==> src/rtl/timer_pkg.sv <==
// timer_pkg: shared state encoding and count constants for the kitchen timer
package timer_pkg;
  localparam int CNT_W = 12;
  localparam logic [CNT_W-1:0] DEF_MAX_COUNT = 12'd3599;
  typedef enum logic [1:0] {
    IDLE  = 2'd0,
    SET   = 2'd1,
    RUN   = 2'd2,
    ALARM = 2'd3
  } state_t;
endpackage

==> src/rtl/countdown_sequencer_if.sv <==
// countdown_sequencer_if: button pulses in, count/status out
// master drives btn_up/btn_down/btn_start/btn_clear and observes count/running/alarm/tick;
// slave (the sequencer) is the reverse.
interface countdown_sequencer_if;
  import timer_pkg::*;
  logic             btn_up;
  logic             btn_down;
  logic             btn_start;
  logic             btn_clear;
  logic [CNT_W-1:0] count;
  logic             running;
  logic             alarm;
  logic             tick;
  modport master (
    output btn_up, btn_down, btn_start, btn_clear,
    input  count, running, alarm, tick
  );
  modport slave (
    input  btn_up, btn_down, btn_start, btn_clear,
    output count, running, alarm, tick
  );
endinterface

==> src/rtl/tick_prescaler.sv <==
// tick_prescaler: divides clk down to a one-cycle terminal pulse every TICK_DIV cycles
// ports: clk, rst (async, active-high), i_en (count while high), i_restart (reload to 0),
// o_tc (high while the counter sits at TICK_DIV-1 and counting is enabled).
module tick_prescaler #(
  parameter int TICK_DIV = 50_000_000
) (
  input  logic clk,
  input  logic rst,
  input  logic i_en,
  input  logic i_restart,
  output logic o_tc
);
  localparam int W = TICK_DIV > 1 ? $clog2(TICK_DIV) : 1;
  localparam logic [W-1:0] LAST = W'(TICK_DIV - 1);
  logic [W-1:0] r_cnt;
  assign o_tc = i_en && r_cnt == LAST;
  always_ff @(posedge clk or posedge rst)
    if (rst) r_cnt <= '0;
    else     r_cnt <= (!i_en || i_restart || o_tc) ? '0 : r_cnt + W'(1);
endmodule

==> src/rtl/countdown_sequencer.sv <==
// countdown_sequencer: set/run/alarm FSM owning the seconds count of the kitchen timer
// ports: clk, rst (async, active-high), bus (slave): btn_* one-cycle pulses in,
// count/running/alarm/tick registered out.
module countdown_sequencer
  import timer_pkg::*;
#(
  parameter int               TICK_DIV    = 50_000_000,
  parameter logic [CNT_W-1:0] MAX_COUNT   = DEF_MAX_COUNT,
  parameter int               ALARM_TICKS = 30
) (
  input logic                  clk,
  input logic                  rst,
  countdown_sequencer_if.slave bus
);
  localparam int AW = $clog2(ALARM_TICKS + 1);
  localparam logic [AW-1:0] LAST_A = AW'(ALARM_TICKS - 1);
  state_t           r_state, w_next;
  logic [CNT_W-1:0] r_count, w_count, w_inc, w_dec;
  logic [AW-1:0]    r_acnt, w_acnt;
  logic             r_running, r_alarm, r_tick;
  logic             w_tc, w_en, w_restart;
  assign w_en = r_state == RUN || r_state == ALARM;
  // any state change reloads the prescaler so each RUN/ALARM entry starts a full second
  assign w_restart = w_next != r_state;
  tick_prescaler #(.TICK_DIV(TICK_DIV)) u_pre (
    .clk      (clk),
    .rst      (rst),
    .i_en     (w_en),
    .i_restart(w_restart),
    .o_tc     (w_tc)
  );
  always_comb begin
    w_next  = r_state;
    w_count = r_count;
    w_acnt  = '0;
    w_inc   = r_count == MAX_COUNT ? '0 : r_count + CNT_W'(1);
    w_dec   = r_count == '0 ? '0 : r_count - CNT_W'(1);
    case (r_state)
      IDLE, SET: begin
        if (bus.btn_clear) begin
          w_next  = IDLE;
          w_count = '0;
        end else if (bus.btn_start) begin
          w_next = r_state == SET ? RUN : IDLE;
        end else if (bus.btn_up || bus.btn_down) begin
          w_count = bus.btn_up ? w_inc : w_dec;
          w_next  = w_count != '0 ? SET : IDLE;
        end
      end
      RUN: begin
        if (bus.btn_clear) begin
          w_next  = IDLE;
          w_count = '0;
        end else if (bus.btn_start) begin
          w_next = SET;
        end else if (w_tc) begin
          w_count = w_dec;
          w_next  = r_count == CNT_W'(1) ? ALARM : RUN;
        end
      end
      ALARM: begin
        w_count = '0;
        if (bus.btn_start || bus.btn_clear) begin
          w_next = IDLE;
        end else if (w_tc) begin
          w_next = r_acnt == LAST_A ? IDLE : ALARM;
          w_acnt = r_acnt == LAST_A ? '0 : r_acnt + AW'(1);
        end else begin
          w_acnt = r_acnt;
        end
      end
    endcase
  end
  always_ff @(posedge clk or posedge rst)
    if (rst) begin
      r_state   <= IDLE;
      r_count   <= '0;
      r_acnt    <= '0;
      r_running <= 1'b0;
      r_alarm   <= 1'b0;
      r_tick    <= 1'b0;
    end else begin
      r_state   <= w_next;
      r_count   <= w_count;
      r_acnt    <= w_acnt;
      r_running <= w_next == RUN;
      r_alarm   <= w_next == ALARM;
      // a tick overridden by start/clear does nothing, so it is not reported
      r_tick    <= w_tc && !bus.btn_start && !bus.btn_clear;
    end
  assign bus.count   = r_count;
  assign bus.running = r_running;
  assign bus.alarm   = r_alarm;
  assign bus.tick    = r_tick;
endmodule

==> src/flat_wrapper.sv <==
// flat-port wrapper written by rule: the top's interface ports become plain ports
module countdown_sequencer_flat import timer_pkg::*;
#(
  parameter int               TICK_DIV    = 50_000_000,
  parameter logic [CNT_W-1:0] MAX_COUNT   = DEF_MAX_COUNT,
  parameter int               ALARM_TICKS = 30
)
  (clk, rst, bus_btn_up, bus_btn_down, bus_btn_start, bus_btn_clear, bus_count, bus_running, bus_alarm, bus_tick);
  countdown_sequencer_if bus_i ();
  input logic clk;
  input logic rst;
  input wire logic [$bits(bus_i.btn_up)-1:0] bus_btn_up;
  input wire logic [$bits(bus_i.btn_down)-1:0] bus_btn_down;
  input wire logic [$bits(bus_i.btn_start)-1:0] bus_btn_start;
  input wire logic [$bits(bus_i.btn_clear)-1:0] bus_btn_clear;
  output wire logic [$bits(bus_i.count)-1:0] bus_count;
  output wire logic [$bits(bus_i.running)-1:0] bus_running;
  output wire logic [$bits(bus_i.alarm)-1:0] bus_alarm;
  output wire logic [$bits(bus_i.tick)-1:0] bus_tick;
  assign bus_i.btn_up = bus_btn_up;
  assign bus_i.btn_down = bus_btn_down;
  assign bus_i.btn_start = bus_btn_start;
  assign bus_i.btn_clear = bus_btn_clear;
  assign bus_count = bus_i.count;
  assign bus_running = bus_i.running;
  assign bus_alarm = bus_i.alarm;
  assign bus_tick = bus_i.tick;
  countdown_sequencer #(.TICK_DIV(TICK_DIV), .MAX_COUNT(MAX_COUNT), .ALARM_TICKS(ALARM_TICKS)) u_core (.clk(clk), .rst(rst), .bus(bus_i));
endmodule
==> config.mk <==
export PLATFORM = sky130hd
export DESIGN_NAME = countdown_sequencer_flat
export DESIGN_NICKNAME = d
export VERILOG_FILES = /design/src/rtl/timer_pkg.sv /design/src/rtl/countdown_sequencer_if.sv /design/src/rtl/tick_prescaler.sv /design/src/rtl/countdown_sequencer.sv /design/src/flat_wrapper.sv
export SDC_FILE = /design/constraint.sdc
export NUM_CORES = 1
export LEC_CHECK = 0
export ABC_AREA = 1
export CAP_MARGIN = 30
export CORE_MARGIN = 5
export CORE_UTILIZATION = 49
export CTS_CLUSTER_DIAMETER = 40
export DETAILED_ROUTE_END_ITERATION = 8
export PLACE_DENSITY = 0.68
export SYNTH_ARGS = -nofsm -noshare
export SYNTH_HDL_FRONTEND = slang
export SYNTH_SLANG_ARGS = --single-unit
==> constraint.sdc <==
create_clock -name clk -period 2.35 [get_ports clk]
set_clock_uncertainty 0.05 [all_clocks]
set_input_delay 0.47 -clock clk [delete_from_list [all_inputs] [get_ports clk]]
set_output_delay 0.47 -clock clk [all_outputs]
set_load 0.02 [all_outputs]
==> results.md, run 1 <==
* Final routed wire length divided by cell count at 13.7 microns
* Top FF cell, synth: sky130_fd_sc_hd__dfrtp_1
* Commonest cells after routing, fill and taps aside: sky130_fd_sc_hd__nand2_1, sky130_fd_sc_hd__nor2_1, sky130_fd_sc_hd__inv_1
* Vias in the first global route at 3071
* H-tree levels at 2
* Top-Level Pins at 21
* Total of warnings raised by yosys at 0
* Switching share of power at 43.0%
* Relative area change from synthesis to final layout at 13.2%
* Final WL at 7740 microns
* Total global routing overflow at 0
* Compound-gate portion of the synthesized area at 8.31%
* Nets@finish at 496
* Number of pins with negative max-slew slack in the final report at 0
* Area of the die at 8600 sq um
* Cell repeated most along the worst path: sky130_fd_sc_hd__nand2_1
* Hold buffers post-CTS at 0
* Seq/Total Area, Yosys at 35.8%
* TritonCTS buffer count at 5
* Outcome: complete, no violations
* DP HPWL at 5910 microns
* Die Y-Extent at 92.8 microns
* Layout cell share with drive strength beyond 1 at 13.4%
* CTS resizes at 0
* Combinational cell fraction of total power at 45.2%
* Power per standard cell area at 787 nW/um^2
* Number of maximum-capacitance violations at 0
* RD Place Congestion at 0.938
* Count of final hold-check violations at 0
* Count of input and output buffers at 20
* Number of flops mapped to enable cells by yosys at 0
* Share of synthesized area spent on multiplexers at 0%
* Startpoint type of the worst setup path: register
* Worst Hold Class: register to register
* TritonCTS sink count at 48
* Number of nets produced by synthesis at 467
* F_max at 479 MHz
* Power share of the clock group at 19.8%
* Largest driver fanout on the critical path at 6
* Die Width at 92.8 microns
* Setup bufs post-CTS at 0
* Sequential share of power at 35.0%
* Post-Synth Adder-Cell Area at 2.61%
* Cells after synthesis at 454
* Commonest non-fill, non-tap cell in the layout: sky130_fd_sc_hd__nand2_1
* Internal power consumption at 1.70 mW
* Longest individual stage delay on the worst path at 0.47 ns
* Combinational family with the most area after synthesis: simple AND/OR/NAND/NOR gates
* Initial antenna violation count at 0
* CTS tree: yes
* Detailed-route DRC error count at 0
* Share of synthesized registers carrying an async set or reset at 100%
* Via total after detailed routing at 3027
* Unrepaired setup endpoints after global routing: no
* Library cell contributing the largest single delay on the critical path: sky130_fd_sc_hd__dfrtp_2
* Critical path class: register to register
* Area of the mapped netlist at 3360 sq um
* Slack of the critical path at 0.263 ns
* Post-synth cell types at 39
* First drt pass iteration count at 4
* Mapped Avg Cell Area at 7.39 sq um
* Worst setup slack after placement at 0.0671 ns
* Total inserted antenna cells at 0
* Xor/xnor cell area share of the yosys netlist at 5.48%
* Total leakage power at 1.69 nW
* Cell-by-cell listing of the critical path: inv_2, ha_1, nand2_1, nor2_1, nand2_2, nand3_1, nand2_1, inv_1, nand2_1, nor2_2, nand2_1, nor2_1, nand2_1, nand2_1, nand2_2, nand2_1, nor2_1
* Worst-margin pin slew at 0.423 ns
* DRT iter0 DRCs at 161
* Total number of placement rows at 30
* Nature of the critical path endpoint: register
* Final setup violation count at 0
* Final TNS setup at 0 ns
* Net load switching power at 1.29 mW
* Effective utilization at floorplan at 49.9%
* Total core area at 6720 sq um
* Synth Area in Simple Gates at 40.0%
* Required arrival time at the worst endpoint at 2.47 ns
* Clock tree root driver cell: sky130_fd_sc_hd__clkbuf_8
* Longest Clk Path Bufs at 2
* Shortest clock period the worst path allows after layout at 2.09 ns
* Worst-case vdd ir drop at 256 uV
* GR Util All Layers at 19.6%
* Number of nets with antenna violations after detailed routing at 0
* Pin count of the biggest net entering global routing at 27
* Clock transition at the registers of the reported paths at 0.09 ns
* Register bit count reported by yosys at 48
* Arrival time at the worst endpoint at 2.21 ns
* Global-route wire length before repair at 13800 microns
* Max transition margin at 71.8%
* Drt via density at 5.37
* Clock Latency Late Sink at 0.30 ns
* Part of the cycle the worst path needs at 88.8%
## worst max-delay path: cells and delay by family, from the launching register on
kind,cells,cell delay (ns)
fa+ha+maj,1,0.18
buf+inv,2,0.16
flops,1,0.47
simple gates,14,1.10
## area by class of cell
class	instances	area, sq um
Inverter	52	195
Clock inverter	2	35.0
Sequential cell	48	1200
Tap cell	80	100
Multi-Input combinational cell	346	1900
Clock buffer	6	72.6
Fill cell	648	2920
Timing Repair Buffer	30	288
## flip-flops by register name (all words and copies together) (netlist names)
name / count
u_core.bus.tick: 1
u_core.bus.running: 1
u_core.u_pre.r_cnt: 26
u_core.bus.count: 12
u_core.r_acnt: 5
u_core.r_state: 2
u_core.bus.alarm: 1
## cell families after synthesis
group                    after synthesis
AND/OR/NAND/NOR                      270
buffers and inverters                 60
AO/OA/AOI/OAI                         48
flip-flops                            48
XOR/XNOR                              21
adder cells (fa/ha/maj)                7
## worst paths after layout
path / startpoint / endpoint / slack, ns / cells after the start
setup / recovery: u_core.bus.count[0] / u_core.bus.alarm / 0.26 / 17
max in group asynchronous: rst / u_core.bus.count[0] / 1.25 / 3
setup reg to reg: u_core.bus.count[0] / u_core.bus.alarm / 0.26 / 17
hold / removal: u_core.u_pre.r_cnt[0] / u_core.u_pre.r_cnt[0] / 0.41 / 1
hold reg to reg: u_core.u_pre.r_cnt[0] / u_core.u_pre.r_cnt[0] / 0.41 / 1
min in group asynchronous: rst / u_core.u_pre.r_cnt[22] / 0.43 / 2
## through the flow
stage	hold WS (ns)	util (%)	cells	cell area, sq um	total power [mW]
2_1_floorplan	0.375	-	454	3360	2.01
3_3_place_gp	0.388	54.7	556	3680	2.36
3_5_place_dp	0.400	54.7	556	3680	2.37
4_1_cts	0.413	56.3	564	3780	2.98
5_1_grt	0.442	56.5	564	3800	3.24
6_report	0.408	56.5	564	3800	2.99
## power groups by stage
stage,sequential [mW],combinational [mW],clock (mW)
floorplan,1.07,0.940,0
global placement,1.06,1.31,0
detailed placement,1.06,1.31,0
CTS,1.04,1.32,0.615
global route,1.06,1.51,0.664
finish,1.05,1.35,0.593
## synthesized netlist by cell type (all sizes together) (2+ instances only)
library cell / n / area [sq um]
o22ai: 6 / 37.5
nand4: 16 / 106
a32oi: 4 / 35.0
ha: 7 / 87.6
and3: 2 / 12.5
nor3: 13 / 96.4
nor4: 4 / 31.3
nand2: 115 / 484
xnor2: 6 / 52.6
buf: 7 / 52.5
nand3: 39 / 195
dfrtp: 48 / 1200
a31oi: 3 / 18.8
nor3b: 4 / 30.0
o21ai: 23 / 115
nor2: 73 / 357
inv: 51 / 191
a21oi: 10 / 53.8
nand3b: 2 / 15.0
xor2: 15 / 131
## metal layers
| metal | wire, microns | vias up | GRT usage, % |
|---|---|---|---|
| met5 | 0 | - | 0 |
| met4 | 149 | 0 | 6.59 |
| met3 | 342 | 15 | 3.49 |
| met2 | 3730 | 69 | 34.3 |
| met1 | 3520 | 1393 | 24.3 |
| li1 | - | 1550 | - |
(Power assumes the default switching activity.)
==> run 2, diff against run 1 <==
--- a/config.mk
+++ b/config.mk
@@ -7,9 +7,10 @@
 export LEC_CHECK = 0
 export ABC_AREA = 1
 export CAP_MARGIN = 30
+export CORE_ASPECT_RATIO = 1.2
 export CORE_MARGIN = 5
 export CORE_UTILIZATION = 49
-export CTS_CLUSTER_DIAMETER = 40
+export CTS_CLUSTER_DIAMETER = 50
 export DETAILED_ROUTE_END_ITERATION = 8
 export PLACE_DENSITY = 0.68
 export SYNTH_ARGS = -nofsm -noshare
==> results.md, run 2 (synthesis results as in run 1) <==
* Number of nets with antenna violations after detailed routing at 0 (unchanged)
* Area of the die at 8610 sq um (about the same)
* Relative area change from synthesis to final layout at 13.1% (about the same)
* Setup bufs post-CTS at 0 (unchanged)
* Hold buffers post-CTS at 0 (unchanged)
* Part of the cycle the worst path needs at 91.7% (+2.9 points)
* Longest individual stage delay on the worst path at 0.60 ns (+0.13 ns)
* Cell family with the largest share of critical-path delay: buffers and inverters
* Met2 demand-to-capacity share in global routing at 35.2% (+0.97 points)
* Drt via density at 5.37 (about the same)
* F_max at 464 MHz (-3.2%)
* Required arrival time at the worst endpoint at 1.83 ns (-0.64 ns)
* CTS tree: yes
* Shortest clock period the worst path allows after layout at 2.16 ns (+0.0682 ns)
* Worst Hold Class: register to register
* Internal power consumption at 1.63 mW (-4.2%)
* Vias in the first global route at 3020 (-1.7%)
* Slack of the critical path at 0.195 ns (-0.0682 ns)
* Nets@finish at 497 (+0.20%)
* Util after Layout at 56.0% (-0.48 points)
* Buf/Inv on CP at 2 (unchanged)
* Final setup violation count at 0 (unchanged)
* Initial antenna violation count at 0 (unchanged)
* Power per standard cell area at 767 nW/um^2 (-2.6%)
* Total inserted antenna cells at 0 (unchanged)
* Final routed wire length divided by cell count at 13.6 microns (-0.70%)
* First drt pass iteration count at 4 (unchanged)
* Power share of the clock group at 17.5% (-2.3 points)
* Clock Latency Late Sink at 0.31 ns (about the same)
* Number of fill cells at 671 (+3.5%)
* Pin count of the biggest net entering global routing at 27 (unchanged)
* Worst setup path startpoint: u_core.bus.count[2]
* Total number of placement rows at 33 (+10%)
* GR Util All Layers at 19.8% (+0.18 points)
* Startpoint type of the worst setup path: register
* Longest Clk Path Bufs at 2 (unchanged)
* Total core area at 6770 sq um (+0.78%)
* TritonCTS sink count at 48 (unchanged)
* Total leakage power at 1.69 nW (-0.11%)
* Multi-input combinational cell area at 1900 sq um (unchanged)
* Largest register FFs at 26 (unchanged)
* TritonCTS buffer count at 5 (unchanged)
* Clock transition at the registers of the reported paths at 0.08 ns (about the same)
* Nature of the critical path endpoint: output pin
* Die Y-Extent at 101 microns (+8.5%)
* Worst setup slack after placement at 0.0637 ns (-0.00342 ns)
* Via total after detailed routing at 3069 (+1.4%)
* GR Util met1 at 24.1% (-0.24 points)
* Combinational cell fraction of total power at 46.7% (+1.5 points)
* Library cell contributing the largest single delay on the critical path: sky130_fd_sc_hd__clkdlybuf4s50_1
* Origin of the critical flop-to-flop path: u_core.bus.count[1]
* Layout cell share with drive strength beyond 1 at 13.0% (-0.44 points)
* Met3 track demand over resource in global routing at 2.45% (-1.0 points)
* Outcome: complete, no violations
* Most flop-heavy register: u_core.u_pre.r_cnt
* Final TNS setup at 0 ns (unchanged)
* Commonest cells after routing, fill and taps aside: sky130_fd_sc_hd__nand2_1, sky130_fd_sc_hd__nor2_1, sky130_fd_sc_hd__inv_1
* RD Place Congestion at 0.867 (-7.6%)
* Max transition margin at 71.8% (+0.074 points)
* Most congested layer reported by global routing: met2
* Count of input and output buffers at 20 (unchanged)
* Commonest non-fill, non-tap cell in the layout: sky130_fd_sc_hd__nand2_1
* DP HPWL at 6090 microns (+3.1%)
* Sequential share of power at 35.8% (+0.8 points)
* Arrival time at the worst endpoint at 1.64 ns (-0.57 ns)
* Top-Level Pins at 21 (unchanged)
* Launch instance of the worst min-delay path: u_core.u_pre.r_cnt[0]
* Largest driver fanout on the critical path at 8 (+2)
* Worst-case vdd ir drop at 455 uV (+78%)
* Overall Power at 2.91 mW (-2.6%)
* Critical path class: register to output pin
* DRT iter0 DRCs at 125 (-22%)
* CTS resizes at 0 (unchanged)
* H-tree levels at 2 (unchanged)
* Area occupied by registers at 1200 sq um (-0.10%)
* Number of maximum-capacitance violations at 0 (unchanged)
* Switching share of power at 44.0% (+0.91 points)
* Number of pins with negative max-slew slack in the final report at 0 (unchanged)
* Detailed-route DRC error count at 0 (unchanged)
* Effective utilization at floorplan at 49.6% (-0.39 points)
* Total global routing overflow at 0 (unchanged)
* Count of final hold-check violations at 0 (unchanged)
* Final WL at 7800 microns (+0.71%)
* Clock tree root driver cell: sky130_fd_sc_hd__clkbuf_8
* Die Width at 85.5 microns (-7.8%)
* Worst-margin pin slew at 0.418 ns (-0.00492 ns)
* Global-route wire length before repair at 13800 microns (unchanged)
* Cell-by-cell listing of the critical path: buf_4, clkdlybuf4s50_1
* Net load switching power at 1.28 mW (-0.57%)
-- run 2: worst register-to-register path: cells and delay by family (launching register included) --
family        cells  cell delay, ns
fa+ha+maj         1            0.24
buf+inv           1            0.14
flops             1            0.47
simple gates     13            1.07
-- run 2: stage by stage --
stage / hold WS, ns / cells / instance area, sq um
after floorplan: 0.375 / 454 / 3360
after global placement: 0.385 / 564 / 3690
after detailed placement: 0.395 / 564 / 3690
after CTS: 0.407 / 572 / 3780
after global routing: 0.435 / 572 / 3790
final: 0.403 / 572 / 3790
-- run 2: power groups by stage --
stage / registers [mW] / logic, mW / clock network [mW]
after floorplan: 1.07 / 0.940 / 0
after global placement: 1.05 / 1.33 / 0
after detailed placement: 1.05 / 1.34 / 0
after CTS: 1.04 / 1.34 / 0.528
after global routing: 1.06 / 1.54 / 0.561
final: 1.04 / 1.36 / 0.511
-- run 2: final cells by class --
cell class | instances | share of cell area, %
repair buffers | 31 | 7.78
multi-input cells | 346 | 50.1
well taps | 87 | 2.87
inverters | 52 | 5.14
clock buffers | 8 | 2.37
flip-flops and latches | 48 | 31.7
-- run 2: worst paths after layout --
| check | endpoint | cells after the start | slack (ns) |
|---|---|---|---|
| setup / recovery | bus_count[2] | 2 | 0.19 |
| hold / removal | u_core.u_pre.r_cnt[0] | 1 | 0.40 |
| setup reg to reg | u_core.bus.alarm | 15 | 0.27 |
| hold reg to reg | u_core.u_pre.r_cnt[0] | 1 | 0.40 |
| max in group asynchronous | u_core.bus.count[1] | 3 | 1.24 |
| min in group asynchronous | u_core.u_pre.r_cnt[20] | 2 | 0.42 |
-- run 2: per-layer routing --
layer,up-vias,routed length (microns)
li1,1549,-
met1,1427,3220
met2,71,4050
met3,22,276
met4,0,247
met5,-,0
